$ cat config.mk
export PLATFORM = sky130hd
export DESIGN_NAME = irq_controller
export DESIGN_NICKNAME = d
export VERILOG_FILES = /design/src/rtl/cpu_bus_pkg.sv /design/src/rtl/irq_sync_edge.sv /design/src/rtl/irq_controller.sv
export SDC_FILE = /design/constraint.sdc
export NUM_CORES = 1
export LEC_CHECK = 0
export ABC_AREA = 0
export CAP_MARGIN = 20
export CORE_MARGIN = 1
export CORE_UTILIZATION = 42
export DETAILED_ROUTE_END_ITERATION = 12
export HOLD_SLACK_MARGIN = 0.15
export PLACE_DENSITY = 0.91
export SYNTH_ARGS = -nofsm -noshare
export SYNTH_HDL_FRONTEND = slang
export SYNTH_SLANG_ARGS = --single-unit
export TNS_END_PERCENT = 50
$ cat constraint.sdc
create_clock -name clk -period 1.9 [get_ports clk]
set_input_delay 0.475 -clock clk [delete_from_list [all_inputs] [get_ports clk]]
set_output_delay 0.475 -clock clk [all_outputs]
set_load 0.03 [all_outputs]
$ cat src/rtl/cpu_bus_pkg.sv
// Shared definitions for CPU-bus peripherals: interrupt controller register
// offsets, its FSM state encoding and its default base address.
package cpu_bus_pkg;

  localparam logic [1:0] IRQ_PENDING = 2'd0;
  localparam logic [1:0] IRQ_MASK    = 2'd1;
  localparam logic [1:0] IRQ_CLEAR   = 2'd2;
  localparam logic [1:0] IRQ_STATUS  = 2'd3;

  localparam logic [15:0] DEFAULT_IRQ_BASE = 16'hFF00;

  typedef enum logic [1:0] {
    IDLE   = 2'd0,
    ASSERT = 2'd1,
    GAP    = 2'd2
  } irq_state_t;

endpackage

$ cat src/rtl/irq_sync_edge.sv
// Per-bit two-flop synchroniser followed by a rising-edge detector.
module irq_sync_edge
  import cpu_bus_pkg::*;
#(
  parameter int WIDTH = 8
) (
  input  logic             clk,
  input  logic             nreset,
  input  logic [WIDTH-1:0] din,
  output logic [WIDTH-1:0] rise
);

  logic [WIDTH-1:0] s1_r, s2_r, s3_r;

  // synchroniser chain plus one history stage for edge detection
  always_ff @(posedge clk or negedge nreset) begin
    if (!nreset) begin
      s1_r <= '0;
      s2_r <= '0;
      s3_r <= '0;
    end else begin
      s1_r <= din;
      s2_r <= s1_r;
      s3_r <= s2_r;
    end
  end

  assign rise = s2_r & ~s3_r;

endmodule

$ cat src/rtl/irq_controller.sv
// Prioritised interrupt controller with a memory-mapped PENDING/MASK/CLEAR/STATUS
// register block on the CPU data bus.
module irq_controller
  import cpu_bus_pkg::*;
#(
  parameter int          NSRC      = 8,
  parameter logic [15:0] BASE_ADDR = DEFAULT_IRQ_BASE
) (
  input  logic            clk,
  input  logic            nreset,
  input  logic [NSRC-1:0] src,
  input  logic [15:0]     address,
  input  logic [31:0]     data,
  input  logic            wren,
  input  logic            stall,
  output logic [31:0]     q,
  output logic            hit,
  output logic            IRQ,
  output logic [7:0]      IRQn
);

  // Bit 0 has the highest priority, so scan downwards and keep the last hit.
  function automatic logic [7:0] lowest_set(input logic [NSRC-1:0] v);
    logic [7:0] idx;
    idx = 8'd0;
    for (int i = NSRC - 1; i >= 0; i--) begin
      if (v[i]) idx = 8'(i);
    end
    return idx;
  endfunction

  logic [NSRC-1:0] rise_s, pending_r, mask_r, clr_s, act_s;
  logic            sel_s, wr_s, held_active_s;
  logic [1:0]      offset_s;
  logic [31:0]     rdata_s, q_r;
  logic            hit_r, irq_r, next_irq_s;
  logic [7:0]      irqn_r, next_irqn_s;
  irq_state_t      state_r, next_state_s;
  logic            unused_data_s;

  irq_sync_edge #(.WIDTH(NSRC)) u_sync_edge (
    .clk    (clk),
    .nreset (nreset),
    .din    (src),
    .rise   (rise_s)
  );

  assign sel_s         = (address[15:2] == BASE_ADDR[15:2]);
  assign offset_s      = address[1:0];
  assign wr_s          = sel_s & wren & ~stall;
  assign clr_s         = (wr_s && offset_s == IRQ_CLEAR) ? data[NSRC-1:0] : '0;
  assign act_s         = pending_r & mask_r;
  assign unused_data_s = ^data;

  // read mux over the pre-write register values
  always_comb begin
    rdata_s = 32'd0;
    case (offset_s)
      IRQ_PENDING: rdata_s = 32'(pending_r);
      IRQ_MASK:    rdata_s = 32'(mask_r);
      IRQ_CLEAR:   rdata_s = 32'd0;
      IRQ_STATUS:  rdata_s = {irq_r, 23'd0, irqn_r};
      default:     rdata_s = 32'd0;
    endcase
  end

  // register file and registered read port; a new edge beats a same-cycle clear
  always_ff @(posedge clk or negedge nreset) begin
    if (!nreset) begin
      pending_r <= '0;
      mask_r    <= '0;
      q_r       <= 32'd0;
      hit_r     <= 1'b0;
    end else begin
      pending_r <= (pending_r & ~clr_s) | rise_s;
      if (wr_s && offset_s == IRQ_MASK) begin
        mask_r <= data[NSRC-1:0];
      end
      q_r   <= sel_s ? rdata_s : 32'd0;
      hit_r <= sel_s;
    end
  end

  // is the vector currently presented to the CPU still pending and enabled?
  always_comb begin
    held_active_s = 1'b0;
    for (int i = 0; i < NSRC; i++) begin
      held_active_s = held_active_s | (act_s[i] & (irqn_r == 8'(i)));
    end
  end

  // next-state logic; IRQn is held through ASSERT and GAP
  always_comb begin
    next_state_s = state_r;
    next_irq_s   = irq_r;
    next_irqn_s  = irqn_r;
    case (state_r)
      IDLE: begin
        if (act_s != '0) begin
          next_state_s = ASSERT;
          next_irq_s   = 1'b1;
          next_irqn_s  = lowest_set(act_s);
        end else begin
          next_irq_s = 1'b0;
        end
      end
      ASSERT: begin
        if (!held_active_s) begin
          next_state_s = GAP;
          next_irq_s   = 1'b0;
        end else begin
          next_irq_s = 1'b1;
        end
      end
      GAP: begin
        next_state_s = IDLE;
        next_irq_s   = 1'b0;
      end
      default: begin
        next_state_s = IDLE;
        next_irq_s   = 1'b0;
      end
    endcase
  end

  // FSM state and registered IRQ outputs
  always_ff @(posedge clk or negedge nreset) begin
    if (!nreset) begin
      state_r <= IDLE;
      irq_r   <= 1'b0;
      irqn_r  <= 8'd0;
    end else begin
      state_r <= next_state_s;
      irq_r   <= next_irq_s;
      irqn_r  <= next_irqn_s;
    end
  end

  assign q    = q_r;
  assign hit  = hit_r;
  assign IRQ  = irq_r;
  assign IRQn = irqn_r;

endmodule

==> flow_summary.yaml <==
critical_path:
  path_class: "in -> reg"
  worst_ep_required_time_ps: 2090
  arrival_ps: 2090
  cp_cell_sequence: "buf_6, or4_4, or4_4, nand2b_4, mux2_4"
  cp_max_fo: 8
  slowest_stage: "or4_4"
  crit_buf_inv: 1
  crit_path_max_incr_delay_ps: 520
  critPathTopFamily: "simple AND/OR/NAND/NOR gates"
  worstSetupStartpointType: "input pin"
  worstSetupEndpointType: "flip-flop"
  cpMostUsedCell: "or4_4"
clocking:
  clock_latency_ps: 300
  htreeDepth: 2
  numClockSinks: 56
  path_clk_slew_ps: 90
  cts.path.max_buffers: 2
  cts_tree: "done"
  postCtsHoldBufs: 0
  cts_root_buf: "clkbuf_8"
  cts_inserted_buffers: 5
logic_synthesis:
  yosysMostFrequentCell: "dfrtp_1"
  synth_top_area_share: 0.593
  synthXorXnorAreaFrac: 0
  avgSynthCellArea_um2: 12.0
  synth_compound_area_frac: 0.0779
  synthTopCellsByArea: "dfrtp_1, buf_4, mux2_4, o21ai_0, mux2i_1"
  synthesis.instances: 197
  synth_edf_count: 0
  synthArstFlopShare: 1.00
  synth_top_family_by_area: "buffers and inverters"
  ys_warn_count: 0
  synth_ff_type: "dfrtp_1"
  ys_types: 31
  ys_seq_area_frac: 0.593
  synth_top_cell_by_area: "dfrtp_1"
  synth_mux_area_frac: 0.113
  synth_area_um2: 2360
  synthTopCellsByCount: "dfrtp_1, buf_4, o21ai_0"
  yosys.area_share.adder: 0
  synth_seq_cells: 56
  synthSimpleGateAreaFrac: 0.0980
cells_and_area:
  drive_above_1_share: 0.142
  diodes: 0
  instances_no_fill: 324
  syn2layout_area_growth_pct: 27.2
  design_area_um2: 3010
  nets: 313
  fin_util: 0.570
placement:
  dp_hpwl_mm: 3.27
  dp_cells: 316
  port_buffers: 49
  gp_congestion: 0.895
  place_area_um2: 2860
sta:
  slew_violations: 0
  finClkSkew_ps: 6.30
  max_clock_freq_mhz: 528
  min_period_over_period: 0.996
  tns_ps: 0
  timing.hold.ws_ps: 154
  period_needed_ps: 1890
  finalSetupViolations: 0
  final_hold_viol_count: 0
  grt_setup_unrepaired: "true"
floorplanning:
  coreArea_um2: 5270
  io_pins: 102
  die-area_um2: 5930
  fp.dieH_um: 77.0
  row_count: 26
  die_w_um: 77.0
  start_util: 0.448
routing:
  num_vias: 1587
  drc: 0
  via_per_inst: 4.90
  antenna_left: 0
  drt_iter0_drc: 180
  drtPass1Iterations: 4
  wl_mm: 4.55
  wl_per_cell_um: 14.1
global_route:
  grt_start_max_net_pins: 57
  antenna_found_initial: 0
  grt_pass1_wl_mm: 7.28
  grt_pass1_vias: 1506
  grt_overflow: 0
  grt.total_usage: 0.160
outcome:
  status: "completed"
power_and_ir_drop:
  combPwrFrac: 0.100
  internal-power_mw: 1.69
  power.density_nw_per_um2: 727
  peakVddDrop_mv: 0.475
  p_leak_nw: 1.51
  seq_power_share: 0.561
  p_clk_frac: 0.339
  switchingPower_mw: 0.494
  p_sw_frac: 0.226
run:
  maxCapViolations: 0
hold_path:
  min_path_type: "in -> async"
==> metrics by stage <==
stage	setup WS, ps	power, mW
floorplan	-217	1.40
global placement	-551	1.46
detailed placement	-626	1.47
CTS	-99.8	2.20
global route	-7.13	2.28
finish	7.50	2.19
==> worst reg2reg max path, delay by kind of cell, from the launching register on <==
kind,cells,cell delay [ps]
and+or+nand+nor,1,140
AOI/OAI and AO/OA,2,570
muxes,1,360
DFF,1,450
==> routing by layer <==
metal / track usage / share of wire / vias to the layer above
li1: - / - / 720
met1: 0.185 / 0.38 / 768
met2: 0.273 / 0.52 / 91
met3: 0.0381 / 0.081 / 8
met4: 0.0868 / 0.019 / 0
met5: 0 / 0 / -
==> cell families after synthesis <==
group / after synthesis
flops: 56
simple gates: 46
buf+inv: 43
compound gates: 31
mux: 20
other cells: 1
==> cells in the final DEF, fill, tap and decap left out, types with 3 or more instances in the layout <==
| cell | n |
|---|---|
| a22oi_1 | 3 |
| mux2_4 | 8 |
| clkbuf_8 | 5 |
| nand3_1 | 4 |
| inv_1 | 10 |
| a31oi_1 | 3 |
| buf_6 | 3 |
| clkdlybuf4s50_1 | 31 |
| conb_1 | 28 |
| o21ai_0 | 19 |
| mux2i_1 | 8 |
| nand2_1 | 18 |
| dfrtp_1 | 56 |
| nor2_1 | 13 |
| buf_4 | 4 |
| dlymetal6s2s_1 | 11 |
==> state kept, by name, indices dropped and copies added (netlist names) <==
| signal | flops |
|---|---|
| q | 9 |
| u_sync_edge.s1_r | 8 |
| mask_r | 8 |
| hit | 1 |
| u_sync_edge.s2_r | 8 |
| IRQ | 1 |
| IRQn | 3 |
| state_r | 2 |
| pending_r | 8 |
| u_sync_edge.s3_r | 8 |
==> cell type report <==
class | count | area, um^2
Fill cell | 433 | 2260
Sequential cell | 56 | 1400
Multi-Input combinational cell | 125 | 802
Timing Repair Buffer | 55 | 569
Tap cell | 70 | 87.6
Clock buffer | 6 | 72.6
Inverter | 10 | 37.5
Clock inverter | 2 | 35.0
==> path summary, 6_finish.rpt <==
path,startpoint,end,slack [ps],cells after the start
hold / removal,nreset,q[6],150,2
setup / recovery,address[5],mask_r[4],7,5
min in group clk,u_sync_edge.s1_r[2],u_sync_edge.s2_r[2],350,0
setup reg to reg,mask_r[2],IRQn[0],280,4
hold reg to reg,u_sync_edge.s1_r[2],u_sync_edge.s2_r[2],350,0
max in group asynchronous,nreset,state_r[1],1500,2
==> power groups by stage <==
| stage | registers, mW | logic [mW] | clock network [mW] |
|---|---|---|---|
| after floorplan | 1.25 | 0.145 | 0 |
| final | 1.23 | 0.217 | 0.742 |
| after detailed placement | 1.25 | 0.219 | 0 |
| after global placement | 1.25 | 0.213 | 0 |
| after global routing | 1.23 | 0.234 | 0.817 |
| after CTS | 1.23 | 0.218 | 0.757 |
==> timing repair <==
| item | in CTS | in global routing |
|---|---|---|
| gates resized for setup | 17 | 13 |
| cloned | 0 | 0 |
| pin swaps | 2 | 4 |
| setup endpoints to repair | 27 | 22 |
| setup buffers | 0 | 0 |
(Power assumes the default switching activity.)
